$ cat src/rtl/k_fifo_pkg_t1.sv
// k_fifo_pkg_t1 -- shared definitions for the FIFO read-side packer.
//
// Contents:
//   rpack_state_t : packer control states
//                   EMPTY - no partial lanes and no pending output word
//                   FILL  - at least one lane of the next word captured
//                   HOLD  - a packed word is pending, no partial lanes yet
//   lane_w()      : ceil(log2(n)) with a minimum of 1, used to size the
//                   lane counter and the idle timer
package k_fifo_pkg_t1;

  typedef enum logic [1:0] {
    ST_EMPTY = 2'd0,
    ST_FILL  = 2'd1,
    ST_HOLD  = 2'd2
  } rpack_state_t;

  // Smallest width that can index n distinct values (at least 1 bit).
  function automatic int lane_w(input int n);
    int w = 1;
    while ((1 << w) < n) w++;
    return w;
  endfunction

endpackage

$ cat src/rtl/k_rpack_oreg_t1.sv
// k_rpack_oreg_t1 -- output holding register of the read-side packer.
//
// Ports:
//   rclk, rrst         : clock, synchronous active-high reset
//   load               : capture load_data/load_keep, raise ovalid
//   load_data/load_keep: packed word and its lane mask
//   ordy               : consumer handshake, drains the register
//   odata/okeep/ovalid : registered output word
//
// The top only asserts load when the register is empty or draining this
// cycle, so a load never overwrites a word the consumer has not taken.
module k_rpack_oreg_t1 #(
  parameter int data_size = 8,
  parameter int pack_num  = 4
) (
  input  logic                          rclk,
  input  logic                          rrst,
  input  logic                          load,
  input  logic [data_size*pack_num-1:0] load_data,
  input  logic [pack_num-1:0]           load_keep,
  input  logic                          ordy,
  output logic [data_size*pack_num-1:0] odata,
  output logic [pack_num-1:0]           okeep,
  output logic                          ovalid
);

  // A load wins over a drain on the same edge so that back-to-back words
  // keep ovalid high; otherwise an accepted word simply clears ovalid and
  // the data stays put while the consumer stalls.
  always_ff @(posedge rclk) begin
    if (rrst) begin
      odata  <= '0;
      okeep  <= '0;
      ovalid <= 1'b0;
    end else if (load) begin
      odata  <= load_data;
      okeep  <= load_keep;
      ovalid <= 1'b1;
    end else if (ordy) begin
      ovalid <= 1'b0;
    end
  end

endmodule

$ cat src/rtl/k_rpack_t1.sv
// k_rpack_t1 -- packs pack_num consecutive FIFO read words into one wide
// output word with a valid/ready handshake.
//
// Ports:
//   rclk, rrst : read-domain clock, synchronous active-high reset
//   rdata/rrdy : FIFO read data and "FIFO not empty"
//   rget       : pop strobe to the FIFO (combinational)
//   odata      : packed word, lane 0 = first word read (LSBs)
//   okeep      : per-lane valid mask of odata
//   ovalid/ordy: output handshake
//
// Optional feature: define K_RPACK_FLUSH_EN to flush a partial word after
// tmo_cycles idle cycles; without it a partial word waits indefinitely.
module k_rpack_t1 #(
  parameter int data_size  = 8,
  parameter int pack_num   = 4,
  parameter int tmo_cycles = 16
) (
  input  logic                          rclk,
  input  logic                          rrst,
  input  logic [data_size-1:0]          rdata,
  input  logic                          rrdy,
  output logic                          rget,
  output logic [data_size*pack_num-1:0] odata,
  output logic [pack_num-1:0]           okeep,
  output logic                          ovalid,
  input  logic                          ordy
);
  import k_fifo_pkg_t1::*;

  localparam int lw = lane_w(pack_num);
  localparam int ow = data_size * pack_num;
  localparam logic [lw-1:0] last = lw'(pack_num - 1);

  if (pack_num < 2 || pack_num > 8 || tmo_cycles < 1) begin : g_bad_param
    $error("k_rpack_t1: pack_num must be 2..8 and tmo_cycles >= 1");
  end

  rpack_state_t state, state_n;
  logic [lw-1:0] cnt;
  logic [(pack_num-1)*data_size-1:0] asm_q;
  logic [ow-1:0] full_word;
  logic [ow-1:0] load_data;
  logic [pack_num-1:0] load_keep;
  logic at_last, out_stall, accept, load, flush_now;

  // The last lane is only reachable in FILL; popping it while the output
  // register is full and stalled would lose a word, so that pop waits.
  assign at_last   = (state == ST_FILL) && (cnt == last);
  assign out_stall = ovalid && !ordy;
  assign accept    = !(at_last && out_stall) && !flush_now;
  assign rget      = rrdy && accept && !rrst;
  assign load      = (rget && at_last) || flush_now;

  // The final lane never needs storage: it is taken straight from rdata
  // on the edge that completes the word.
  always_comb begin
    full_word = {rdata, asm_q};
  end

  // Capture each popped word into its lane of the assembly register.
  always_ff @(posedge rclk) begin
    if (rrst) begin
      asm_q <= '0;
    end else if (rget) begin
      for (int i = 0; i < pack_num - 1; i++) begin
        if (int'(cnt) == i) asm_q[i*data_size +: data_size] <= rdata;
      end
    end
  end

  // Lane counter: advances on every pop, wraps after the last lane, and
  // restarts after a flush of a partial word.
  always_ff @(posedge rclk) begin
    if (rrst || flush_now) begin
      cnt <= '0;
    end else if (rget) begin
      cnt <= at_last ? '0 : cnt + lw'(1);
    end
  end

`ifdef K_RPACK_FLUSH_EN
  localparam int tw = lane_w(tmo_cycles + 1);
  localparam logic [tw-1:0] tmo = tw'(tmo_cycles);

  logic [tw-1:0] timer;
  logic [ow-1:0] part_word;
  logic [pack_num-1:0] part_keep;

  // Once the timer has seen tmo_cycles idle cycles the partial word is
  // flushed, but only when the output register can take it.
  assign flush_now = (state == ST_FILL) && (timer == tmo) && !out_stall;

  // Idle timer: counts FILL cycles without a pop and saturates at the
  // timeout so a flush blocked by a stalled consumer is not forgotten.
  always_ff @(posedge rclk) begin
    if (rrst || rget || flush_now) begin
      timer <= '0;
    end else if (state == ST_FILL && timer != tmo) begin
      timer <= timer + tw'(1);
    end
  end

  // Partial word: only lanes below cnt are real, older lane contents are
  // masked to zero so stale data from a previous word never leaks out.
  always_comb begin
    part_word = '0;
    part_keep = '0;
    for (int i = 0; i < pack_num - 1; i++) begin
      if (i < int'(cnt)) begin
        part_word[i*data_size +: data_size] = asm_q[i*data_size +: data_size];
        part_keep[i] = 1'b1;
      end
    end
  end

  assign load_data = flush_now ? part_word : full_word;
  assign load_keep = flush_now ? part_keep : '1;
`else
  assign flush_now = 1'b0;
  assign load_data = full_word;
  assign load_keep = '1;
`endif

  // State register.
  always_ff @(posedge rclk) begin
    if (rrst) state <= ST_EMPTY;
    else      state <= state_n;
  end

  // Next state. HOLD is left either by the consumer taking the word
  // (back to EMPTY) or by the first pop of the next word (into FILL,
  // while the pending word may still be waiting on ordy).
  always_comb begin
    state_n = state;
    case (state)
      ST_EMPTY: if (rget) state_n = ST_FILL;
      ST_FILL:  if (load) state_n = ST_HOLD;
      ST_HOLD: begin
        if (rget)      state_n = ST_FILL;
        else if (ordy) state_n = ST_EMPTY;
      end
      default:  state_n = ST_EMPTY;
    endcase
  end

  k_rpack_oreg_t1 #(
    .data_size(data_size),
    .pack_num (pack_num)
  ) u_oreg (
    .rclk     (rclk),
    .rrst     (rrst),
    .load     (load),
    .load_data(load_data),
    .load_keep(load_keep),
    .ordy     (ordy),
    .odata    (odata),
    .okeep    (okeep),
    .ovalid   (ovalid)
  );

endmodule

$ cat config.mk
export PLATFORM = sky130hd
export DESIGN_NAME = k_rpack_t1
export DESIGN_NICKNAME = d
export VERILOG_FILES = /design/src/rtl/k_fifo_pkg_t1.sv /design/src/rtl/k_rpack_oreg_t1.sv /design/src/rtl/k_rpack_t1.sv
export SDC_FILE = /design/constraint.sdc
export NUM_CORES = 1
export LEC_CHECK = 0
export ABC_AREA = 0
export CAP_MARGIN = 20
export CELL_PAD_IN_SITES_DETAIL_PLACEMENT = 0
export CELL_PAD_IN_SITES_GLOBAL_PLACEMENT = 1
export CORE_UTILIZATION = 35
export DETAILED_ROUTE_END_ITERATION = 8
export MAX_ROUTING_LAYER = met4
export PLACE_DENSITY_LB_ADDON = 0.1
export SKIP_LAST_GASP = 1
export SLEW_MARGIN = 20
export SYNTH_ARGS = -nofsm -noshare
export SYNTH_HDL_FRONTEND = slang
export SYNTH_SLANG_ARGS = --single-unit
export TNS_END_PERCENT = 50
$ cat constraint.sdc
create_clock -name rclk -period 1.5 [get_ports rclk]
set_input_delay 0.225 -clock rclk [delete_from_list [all_inputs] [get_ports rclk]]
set_output_delay 0.225 -clock rclk [all_outputs]
set_load 0.01 [all_outputs]
==> reports/summary.log, run 1 <==
qor: worst_setup_path.cell_chain_critical_path ha_4, nand3b_1, buf_4, o311ai_1, o31ai_2
qor: placement.gp_congestion 0.7430
qor: yosys.synth-main-ff-cell dfxtp_1
qor: status.outcome complete, but fails checks
qor: timing.setup-violations-final 9
qor: timing.grt_setup_unrepaired yes
qor: clock_network.cts_tree done
qor: clock_network.cts.clk_slew.worst_paths 0.07 ns
qor: timing.setup_ws -0.04524 ns
qor: detailed_routing.met3RoutedLength 264 um
qor: pwr.power_per_cell_area 972.6 mW/mm2
qor: yosys.synth.area.top_cells dfxtp_1 (49%), o311ai_0 (11%), mux2i_1 (9.9%)
qor: die.die-area 0.007601 mm2
qor: placement.numPortBuffers 49
qor: worst_setup_path.arrival 1.75 ns
qor: detailed_routing.drc 0
qor: yosys.seq_area_frac_synth 48.87%
qor: worst_setup_path.worstPathRequired 1.71 ns
qor: die.die_width 87.19 um
qor: status.violations negative setup slack
qor: detailed_routing.drt-pass1-iter-count 4
qor: clock_network.clockBufferDepth 2
qor: clock_network.insertion_delay 0.33 ns
qor: die.fp-row-count 30
qor: detailed_routing.top_layer met4
qor: yosys.synth-edff-count 0
qor: timing.timing_hold_violations_final 0
qor: clock_network.root_buffer clkbuf_8
qor: worst_setup_path.cp-startpoint cnt[1]$_SDFFE_PP0P_
qor: yosys.mappedNetlistArea 0.002540 mm2
qor: grt.overflow 0
qor: cells_and_area.final_core_utilization 53.99%
qor: yosys.yosys_warnings 0
qor: clock_network.cts_htree_levels 3
qor: yosys.largest_area_contributor_in_the_netlist dfxtp_1
qor: yosys.synth_fp_nets 262
qor: detailed_routing.wire_per_inst 15.72 um
qor: grt.grt_first_pass_wirelength 10340 um
qor: cells_and_area.finish.net_count 334
qor: yosys.post_synthesis_instance_total 246
qor: pwr.peakVddDrop 591.2 uV
qor: yosys.ys_ff_latch 62
qor: worst_setup_path.timing.critical_path.slowest_cell_delay 0.40 ns
qor: worst_hold_path.kind_of_path_behind_the_tightest_hold_check flip-flop to flip-flop
qor: yosys.synth_top_area_share 48.87%
qor: die.core 0.006907 mm2
qor: job.max_cap_viol_count 0
qor: detailed_routing.routed_via_density 5.129
qor: timing.maxClockFrequency 647.1 MHz
qor: worst_setup_path.cp.buffers_inverters 1
qor: worst_setup_path.ff2ff_setup_slack -0.05 ns
qor: die.dieHeight 87.19 um
qor: detailed_routing.postRouteAntennaNets 0
qor: timing.finClkSkew 0.006962 ns
qor: detailed_routing.route.met2.wl 2973 um
qor: worst_hold_path.startpoint_of_the_tightest_hold_check_path asm_q[0]$_SDFFE_PP0P_
qor: worst_setup_path.setup.worst_path.end_class flip-flop
qor: yosys.post_synthesis_cell_type_count 24
qor: grt.globalRouteTotalUtil 18.92%
qor: worst_setup_path.critical_path.slowest_cell o311ai_1
qor: timing.max-slew-margin-rel 74.42%
qor: yosys.synthesis.area_per_instance 10.32 um2
qor: detailed_routing.met1Wirelength 3296 um
qor: detailed_routing.via_count 2144
qor: yosys.asyncSetResetFlopFracSynth 0%
qor: cells_and_area.post_route_cells_drive_above_1_share 22.98%
qor: clock_network.clock_sink_count 62
qor: clock_network.numCtsBuffers 9
qor: placement.final_hpwl_dp 4308 um
qor: worst_setup_path.critical_path.reg2reg.startpoint cnt[1]$_SDFFE_PP0P_
qor: worst_setup_path.worst-path-max-fanout 33
qor: grt.pin_count_of_the_biggest_net_entering_global_routing 37
qor: timing.timing.final.crit_share 103.0%
qor: timing.worst_hold_slack 0.4603 ns
qor: cells_and_area.commonest_cells_after_routing_fill_and_taps_aside dfxtp_1 (60), clkdlybuf4s50_1 (46), nand2_1 (37)
qor: pwr.total_leakage_power 1.374 nW
qor: worst_setup_path.critical_path.startpoint_type flip-flop
qor: cells_and_area.most_frequent_standard_cell_in_the_layout_excluding_fill_and_tap_cells dfxtp_1
qor: die.boundaryPins 50
qor: timing.worst-slew-pin-transition 0.3837 ns
qor: clock_network.number_of_hold_repair_buffers_added_at_the_cts_stage 0
qor: cells_and_area.area.growth.synth_to_final 46.80%
qor: timing.layout_min_cycle_time 1.545 ns
qor: worst_setup_path.path_delay_family compound AO/OA/AOI/OAI gates
qor: worst_setup_path.timing.setup.critical_path_class flip-flop to flip-flop
qor: die.initial_utilization 36.78%
qor: detailed_routing.detail_route.wirelength 6569 um
qor: detailed_routing.detailedRoute.firstIterationViolations 55
qor: grt.antenna_found_initial 0
qor: pwr.totalPowerFinal 3.626 mW
qor: grt.vias_in_the_first_global_route 1961
qor: cells_and_area.insertedDiodeCount 0
qor: timing.timing_max_transition_violations_final 0
[Yosys cell counts, types with 2 or more instances]
| library cell | count |
|---|---|
| nor3_1 | 2 |
| nand2_1 | 37 |
| nor2b_1 | 2 |
| a31oi_1 | 3 |
| mux2i_1 | 25 |
| buf_4 | 5 |
| o311ai_0 | 32 |
| dfxtp_1 | 62 |
| inv_1 | 4 |
| a21oi_4 | 3 |
| clkbuf_1 | 16 |
| ha_1 | 4 |
| nor2_1 | 3 |
| buf_2 | 4 |
| o31ai_1 | 32 |
| o21ai_0 | 2 |
| buf_6 | 3 |
[worst min-delay path, cell delays in order (launching register included)]
cell and delay, ns:
dfxtp_1 0.30, nand2_1 0.07, o31ai_1 0.06
[report_power, final]
part,internal (mW),total [mW],switching (mW)
logic,0.163,0.327,0.164
registers,1.69,1.70,0.0139
clock network,0.977,1.60,0.623
[stage by stage]
stage	setup slack (ns)	cell area, um2	instances	TNS (ns)
finish	-0.04524	3729	418	-0.1043
global route	-0.1192	3729	418	-2.888
CTS	-0.02635	3654	417	-0.1753
detailed placement	-0.2816	3397	400	-9.958
global placement	-0.2787	3397	400	-8.853
floorplan	0.05637	2540	246	0
[path summary, 6_finish.rpt]
kind,end,cells past startpoint
min reg2reg,u_oreg.odata[0]$_SDFFE_PP0P_,2
min,u_oreg.odata[0]$_SDFFE_PP0P_,2
max reg2reg,u_oreg.odata[13]$_SDFFE_PP0P_,5
max,u_oreg.odata[13]$_SDFFE_PP0P_,5
[kinds of logic after synthesis]
family                   share of synthesized area [%]
flip-flops                                       48.87
adder cells (fa/ha/maj)                          1.971
multiplexers                                     9.852
buffers and inverters                            6.552
AND/OR/NAND/NOR                                  8.473
AO/OA/AOI/OAI                                    24.29
[what timing repair did]
action / CTS / global route
setup buffers: 2 / 1
resized for setup: 16 / 29
pin swaps: 4 / 1
setup endpoints to repair: 51 / 63
[state kept, by name, indices dropped and copies added (netlist names)]
name and cells:
u_oreg.odata 32, u_oreg.okeep 1, asm_q 24, state 2
u_oreg.ovalid 1, cnt 2
[routing by layer]
metal | GRT usage, % | vias to the layer above
met5 | - | -
met4 | 4.918 | 0
met3 | 6.445 | 2
met2 | 27.27 | 49
met1 | 25.34 | 1021
li1 | - | 1072
[cell type report]
class                      instances  area [um2]
inverter                           4       15.01
clock buffer                      12       145.1
tap                               96       120.1
timing repair buffer              89       925.9
clock inverter                     3       68.82
sequential                        62        1244
fill                             660        3178
multi-input combinational        152        1210
Power figures use the tool's default switching activity.
==> inputs of run 2 (changes only) <==
--- a/config.mk
+++ b/config.mk
@@ -9,6 +9,7 @@
 export CAP_MARGIN = 20
 export CELL_PAD_IN_SITES_DETAIL_PLACEMENT = 0
 export CELL_PAD_IN_SITES_GLOBAL_PLACEMENT = 1
+export CORE_ASPECT_RATIO = 2
 export CORE_UTILIZATION = 35
 export DETAILED_ROUTE_END_ITERATION = 8
 export MAX_ROUTING_LAYER = met4
==> reports/summary.log, run 2 (synthesis gave the netlist of run 1 again) <==
qor: status.outcome complete, but fails checks
qor: status.violations negative setup slack
qor: timing.grt_setup_unrepaired yes
qor: detailed_routing.detailedRoute.firstIterationViolations 118
qor: cells_and_area.post_route_cells_drive_above_1_share 19.30%
qor: die.fp-row-count 43
qor: detailed_routing.top_layer met4
qor: pwr.total_leakage_power 1.342 nW
qor: grt.antenna_found_initial 0
qor: timing.finClkSkew 0.003300 ns
qor: timing.timing_max_transition_violations_final 0
qor: pwr.peakVddDrop 693.1 uV
qor: worst_setup_path.setup.worst_path.end_class flip-flop
qor: timing.setup-violations-final 9
qor: detailed_routing.wire_per_inst 17.57 um
qor: timing.timing_hold_violations_final 0
qor: pwr.fraction_of_power_consumed_by_combinational_cells 8.1%
qor: placement.numPortBuffers 49
qor: detailed_routing.postRouteAntennaNets 0
qor: clock_network.cts.clk_slew.worst_paths 0.05 ns
qor: cells_and_area.reg.largest.list u_oreg.odata x32, asm_q x24
qor: placement.detailedPlace.worstSlack -0.4095 ns
qor: cells_and_area.most_frequent_standard_cell_in_the_layout_excluding_fill_and_tap_cells dfxtp_1
qor: cells_and_area.summed_area_of_non_filler_cells_in_the_final_layout 0.003737 mm2
qor: detailed_routing.via_count 2202
qor: die.initial_utilization 36.31%
qor: grt.grt_first_pass_wirelength 11700 um
qor: pwr.power.net_switching 0.8652 mW
qor: clock_network.root_buffer clkbuf_16
qor: timing.totalNegativeSetupSlack -0.1264 ns
qor: placement.gp_congestion 0.7299
qor: pwr.power.share.sequential 43.0%
qor: placement.dpl_cell_area 0.003347 mm2
qor: detailed_routing.drt-pass1-iter-count 6
qor: grt.pin_count_of_the_biggest_net_entering_global_routing 35
qor: cells_and_area.final_core_utilization 53.43%
qor: clock_network.cts_htree_levels 3
qor: pwr.totalPowerFinal 3.965 mW
qor: detailed_routing.routed_via_density 5.424
qor: detailed_routing.detail_route.wirelength 7135 um
qor: die.die_width 62.24 um
qor: clock_network.clockBufferDepth 2
qor: clock_network.numCtsBuffers 9
qor: die.die-area 0.007622 mm2
qor: clock_network.clock_sink_count 62
qor: worst_setup_path.critical_path.startpoint_type flip-flop
qor: placement.final_hpwl_dp 4653 um
qor: detailed_routing.drc 0
qor: pwr.power_per_cell_area 1061 mW/mm2
qor: timing.setup_ws -0.02369 ns
qor: clock_network.cts_tree done
qor: grt.globalRouteTotalUtil 21.21%
qor: cells_and_area.regMostFlops u_oreg.odata
qor: clock_network.number_of_hold_repair_buffers_added_at_the_cts_stage 0
qor: die.dieHeight 122.5 um
qor: grt.overflow 0
qor: detailed_routing.met3RoutedLength 233 um
qor: job.max_cap_viol_count 0
qor: worst_setup_path.worstPathRequired 1.76 ns
qor: worst_hold_path.kind_of_path_behind_the_tightest_hold_check flip-flop to flip-flop
qor: pwr.p_int 3.100 mW
qor: cells_and_area.largest_register_ff_count 32
qor: detailed_routing.met1Wirelength 2945 um
qor: cells_and_area.commonest_cells_after_routing_fill_and_taps_aside dfxtp_1 (60), clkdlybuf4s50_1 (48), nand2_1 (37)
qor: detailed_routing.route.met2.wl 3791 um
qor: timing.worst-slew-pin-transition 0.3824 ns
qor: worst_setup_path.timing.setup.critical_path_class flip-flop to flip-flop
qor: timing.layout_min_cycle_time 1.524 ns
qor: worst_setup_path.arrival 1.78 ns
qor: die.boundaryPins 50
qor: clock_network.insertion_delay 0.33 ns
qor: timing.max-slew-margin-rel 74.51%
qor: cells_and_area.area.growth.synth_to_final 47.14%
qor: timing.maxClockFrequency 656.3 MHz
qor: pwr.switching_share 21.82%
qor: cells_and_area.finish.net_count 327
qor: worst_setup_path.worst-path-max-fanout 8
qor: cells_and_area.insertedDiodeCount 0
qor: pwr.clockPowerShare 48.9%
qor: grt.vias_in_the_first_global_route 2221
qor: timing.timing.final.crit_share 101.6%
qor: die.core 0.006994 mm2
==> run 2: critical path, stage by stage, from the launching register on <==
cell and delay, ns:
dfxtp_2 0.33, ha_4 0.15, buf_4 0.12, and3b_2 0.20, buf_6 0.14, a21oi_4 0.15
buf_12 0.15, mux2i_1 0.18
==> run 2: layout make-up <==
cell class / instances / area [um2]
clock buffer: 16 / 281.5
inverter: 4 / 15.01
sequential: 62 / 1244
tap: 90 / 112.6
timing repair buffer: 82 / 907.1
multi-input combinational: 152 / 1177
fill: 634 / 3257
==> run 2: metrics by stage <==
step                      std cells  hold WS [ns]
after floorplan                 246        0.2974
after detailed placement        385        0.4604
final                           406        0.4661
after global placement          385        0.4547
after global routing            406        0.4986
after CTS                       406        0.4662
==> run 2: worst paths after layout <==
kind	from	end	slack, ns	cells after the start
max	cnt[1]$_SDFFE_PP0P_	asm_q[0]$_SDFFE_PP0P_	-0.02	7
min	asm_q[9]$_SDFFE_PP0P_	u_oreg.odata[9]$_SDFFE_PP0P_	0.47	2
max reg2reg	cnt[1]$_SDFFE_PP0P_	asm_q[0]$_SDFFE_PP0P_	-0.02	7
min reg2reg	asm_q[9]$_SDFFE_PP0P_	u_oreg.odata[9]$_SDFFE_PP0P_	0.47	2
==> run 2: per-layer routing <==
layer	up-vias	track usage, %
met1	1067	23.10
met5	-	-
met3	13	4.926
li1	1060	-
met4	0	11.19
met2	62	35.71
==> run 2: repair_timing <==
| item | CTS | global route |
|---|---|---|
| gates cloned | 0 | 0 |
| setup buffers | 5 | 0 |
| resized for setup | 12 | 20 |
| pin swaps | 5 | 4 |
| endpoints found under the setup margin | 29 | 63 |
==> run 2: power groups by stage <==
stage          clock network, mW  registers (mW)  logic (mW)
2_1_floorplan                  0            1.74       0.141
3_3_place_gp                   0            1.73       0.290
3_5_place_dp                   0            1.73       0.292
4_1_cts                     1.97            1.70       0.318
5_1_grt                     2.05            1.71       0.345
6_report                    1.94            1.71       0.321
==> inputs of run 3 (changes only) <==
--- a/config.mk
+++ b/config.mk
@@ -10,7 +10,7 @@
 export CELL_PAD_IN_SITES_DETAIL_PLACEMENT = 0
 export CELL_PAD_IN_SITES_GLOBAL_PLACEMENT = 1
 export CORE_ASPECT_RATIO = 2
-export CORE_UTILIZATION = 35
+export CORE_UTILIZATION = 30
 export DETAILED_ROUTE_END_ITERATION = 8
 export MAX_ROUTING_LAYER = met4
 export PLACE_DENSITY_LB_ADDON = 0.1
==> reports/summary.log, run 3 (synthesis gave the netlist of run 1 again) <==
qor: die.dieHeight 132.1 um
qor: worst_setup_path.timing.setup.critical_path_class flip-flop to output port
qor: timing.setup-violations-final 1
qor: detailed_routing.routed_via_density 5.266
qor: worst_setup_path.critical_path.slowest_cell dfxtp_2
qor: worst_setup_path.critical_path.reg2reg.startpoint cnt[1]$_SDFFE_PP0P_
qor: detailed_routing.wire_per_inst 16.78 um
qor: worst_setup_path.worstSetupPathDepth 6
qor: die.fp-row-count 47
qor: worst_setup_path.cell_chain_critical_path ha_4, nand3b_1, o21ai_1, buf_4, nor2_1, buf_2
qor: worst_setup_path.ff2ff_path_depth 5
qor: status.outcome complete, but fails checks
qor: cells_and_area.finish.net_count 326
qor: clock_network.clockBufferDepth 2
qor: placement.numPortBuffers 49
qor: grt.antenna_found_initial 0
qor: worst_setup_path.cp-startpoint cnt[1]$_SDFFE_PP0P_
qor: worst_setup_path.worstPathRequired 1.27 ns
qor: pwr.clockPowerShare 50.9%
qor: grt.globalRouteTotalUtil 17.69%
qor: job.max_cap_viol_count 0
qor: clock_network.clock_sink_count 62
qor: pwr.total_leakage_power 1.324 nW
qor: detailed_routing.detail_route.wirelength 6930 um
qor: pwr.fraction_of_power_consumed_by_combinational_cells 7.4%
qor: cells_and_area.commonest_cells_after_routing_fill_and_taps_aside dfxtp_1 (60), clkdlybuf4s50_1 (48), nand2_1 (37)
qor: timing.layout_min_cycle_time 1.557 ns
qor: placement.gp_congestion 0.7183
qor: timing.finClkSkew 0.005391 ns
qor: detailed_routing.drc 0
qor: timing.timing_max_transition_violations_final 0
qor: worst_setup_path.timing.critical_path.slowest_cell_delay 0.35 ns
qor: cells_and_area.most_frequent_standard_cell_in_the_layout_excluding_fill_and_tap_cells dfxtp_1
qor: grt.grt_first_pass_wirelength 11270 um
qor: clock_network.root_buffer clkbuf_16
qor: die.core 0.008233 mm2
qor: pwr.power_per_cell_area 1109 mW/mm2
qor: status.violations negative setup slack
qor: grt.vias_in_the_first_global_route 2152
qor: clock_network.cts_htree_levels 3
qor: pwr.power.share.sequential 41.7%
qor: clock_network.cts_tree done
qor: timing.grt_setup_unrepaired yes
qor: worst_setup_path.cp.buffers_inverters 2
qor: detailed_routing.detailedRoute.firstIterationViolations 72
qor: cells_and_area.insertedDiodeCount 0
qor: grt.overflow 0
qor: cells_and_area.multi_input_combinational_cell_area 0.001161 mm2
qor: pwr.peakVddDrop 652.3 uV
qor: placement.final_hpwl_dp 4671 um
qor: worst_setup_path.critical_path.startpoint_type flip-flop
qor: cells_and_area.largest_register_ff_count 32
qor: worst_setup_path.path_delay_family flip-flops
qor: pwr.p_int 3.199 mW
qor: timing.worst-slew-pin-transition 0.3843 ns
qor: worst_setup_path.terminus_of_the_critical_flop_to_flop_path u_oreg.odata[31]$_SDFFE_PP0P_
qor: worst_setup_path.setup.worst_path.end_class output port
qor: cells_and_area.area.growth.synth_to_final 45.12%
qor: pwr.power.net_switching 0.8896 mW
qor: worst_setup_path.crit_path_end rget
qor: clock_network.number_of_hold_repair_buffers_added_at_the_cts_stage 0
qor: clock_network.numCtsBuffers 9
qor: timing.max-slew-margin-rel 74.38%
qor: worst_setup_path.ff2ff_setup_slack 0.02 ns
qor: detailed_routing.via_count 2175
qor: worst_hold_path.kind_of_path_behind_the_tightest_hold_check flip-flop to flip-flop
qor: timing.maxClockFrequency 642.4 MHz
qor: detailed_routing.postRouteAntennaNets 0
qor: clock_network.insertion_delay 0.32 ns
qor: worst_setup_path.arrival 1.33 ns
qor: cells_and_area.regMostFlops u_oreg.odata
qor: clock_network.cts.clk_slew.worst_paths 0.05 ns
qor: cells_and_area.summed_area_of_non_filler_cells_in_the_final_layout 0.003686 mm2
qor: cells_and_area.reg.largest.list u_oreg.odata x32, asm_q x24
qor: die.die_width 67.07 um
qor: cells_and_area.post_route_cells_drive_above_1_share 18.73%
qor: worst_setup_path.worst-path-max-fanout 3
qor: timing.timing.final.crit_share 103.8%
qor: timing.setup_ws -0.05663 ns
qor: die.die-area 0.008861 mm2
qor: cells_and_area.regArea 0.001244 mm2
qor: pwr.totalPowerFinal 4.089 mW
qor: die.initial_utilization 30.85%
qor: grt.pin_count_of_the_biggest_net_entering_global_routing 39
qor: timing.timing_hold_violations_final 0
qor: die.boundaryPins 50
qor: cells_and_area.filler_cell_count 831
qor: placement.dpl_cell_area 0.003302 mm2
qor: detailed_routing.drt-pass1-iter-count 4
qor: pwr.switching_share 21.76%
## run 3: changes by cell type in the layout (fill, tap and decap cells not counted), sizes merged
cell,before,now
buf,34,33
bufinv,0,1
clkbuf,16,12
clkinv,0,3
## run 3: metrics by stage
| step | setup slack [ns] | utilization [%] | std cells | setup TNS (ns) | hold slack, ns |
|---|---|---|---|---|---|
| 2_1_floorplan | 0.05637 | - | 246 | 0 | 0.2974 |
| 3_3_place_gp | -0.3872 | 40.11 | 394 | -13.38 | 0.4542 |
| 3_5_place_dp | -0.3914 | 40.11 | 394 | -13.67 | 0.4595 |
| 4_1_cts | -0.08998 | 44.39 | 412 | -0.1012 | 0.4703 |
| 5_1_grt | -0.1597 | 44.77 | 413 | -1.287 | 0.4865 |
| 6_report | -0.05663 | 44.77 | 413 | -0.05663 | 0.4682 |
## run 3: worst min path at each step
stage / from / cells past startpoint / end
after detailed placement: asm_q[13]$_SDFFE_PP0P_ / 2 / u_oreg.odata[13]$_SDFFE_PP0P_
final: asm_q[5]$_SDFFE_PP0P_ / 2 / u_oreg.odata[5]$_SDFFE_PP0P_
after global routing: asm_q[9]$_SDFFE_PP0P_ / 2 / u_oreg.odata[9]$_SDFFE_PP0P_
after CTS: asm_q[6]$_SDFFE_PP0P_ / 2 / u_oreg.odata[6]$_SDFFE_PP0P_
after global placement: asm_q[2]$_SDFFE_PP0P_ / 2 / u_oreg.odata[2]$_SDFFE_PP0P_
after floorplan: rrst / 1 / state[1]$_SDFFE_PP0P_
## run 3: repair_timing
| action | CTS | global route |
|---|---|---|
| setup buffers | 2 | 1 |
| pin swaps | 5 | 1 |
| hold endpoints to repair | 0 | 0 |
| endpoints found under the setup margin | 32 | 59 |
| gates resized for setup | 10 | 24 |
## run 3: layer usage
metal	vias to the layer above	part of all wire [%]	GRT usage [%]	wire, um
li1	1059	-	-	-
met1	1067	44	21.45	3074
met2	40	51	28.17	3541
met3	9	2.7	2.855	185
met4	0	1.9	7.447	129
met5	-	0	-	0
## run 3: power by group through the flow
stage               sequential, mW  clock, mW  combinational (mW)
finish                        1.70       2.08               0.304
global route                  1.71       2.20               0.333
CTS                           1.70       2.14               0.303
detailed placement            1.73          0               0.282
global placement              1.73          0               0.282
floorplan                     1.74          0               0.141
## run 3: cell type report
cell class | instances | share of cell area (%)
sequential | 62 | 33.74
multi-input combinational | 152 | 31.50
timing repair buffer | 81 | 22.84
clock buffer | 12 | 6.959
tap | 98 | 3.327
clock inverter | 4 | 1.222
inverter | 4 | 0.4073
## run 3: worst min-delay path, cell delays in order (launching register included)
cell     delay (ns)
dfxtp_1        0.29
nand2_1        0.07
o31ai_1        0.06
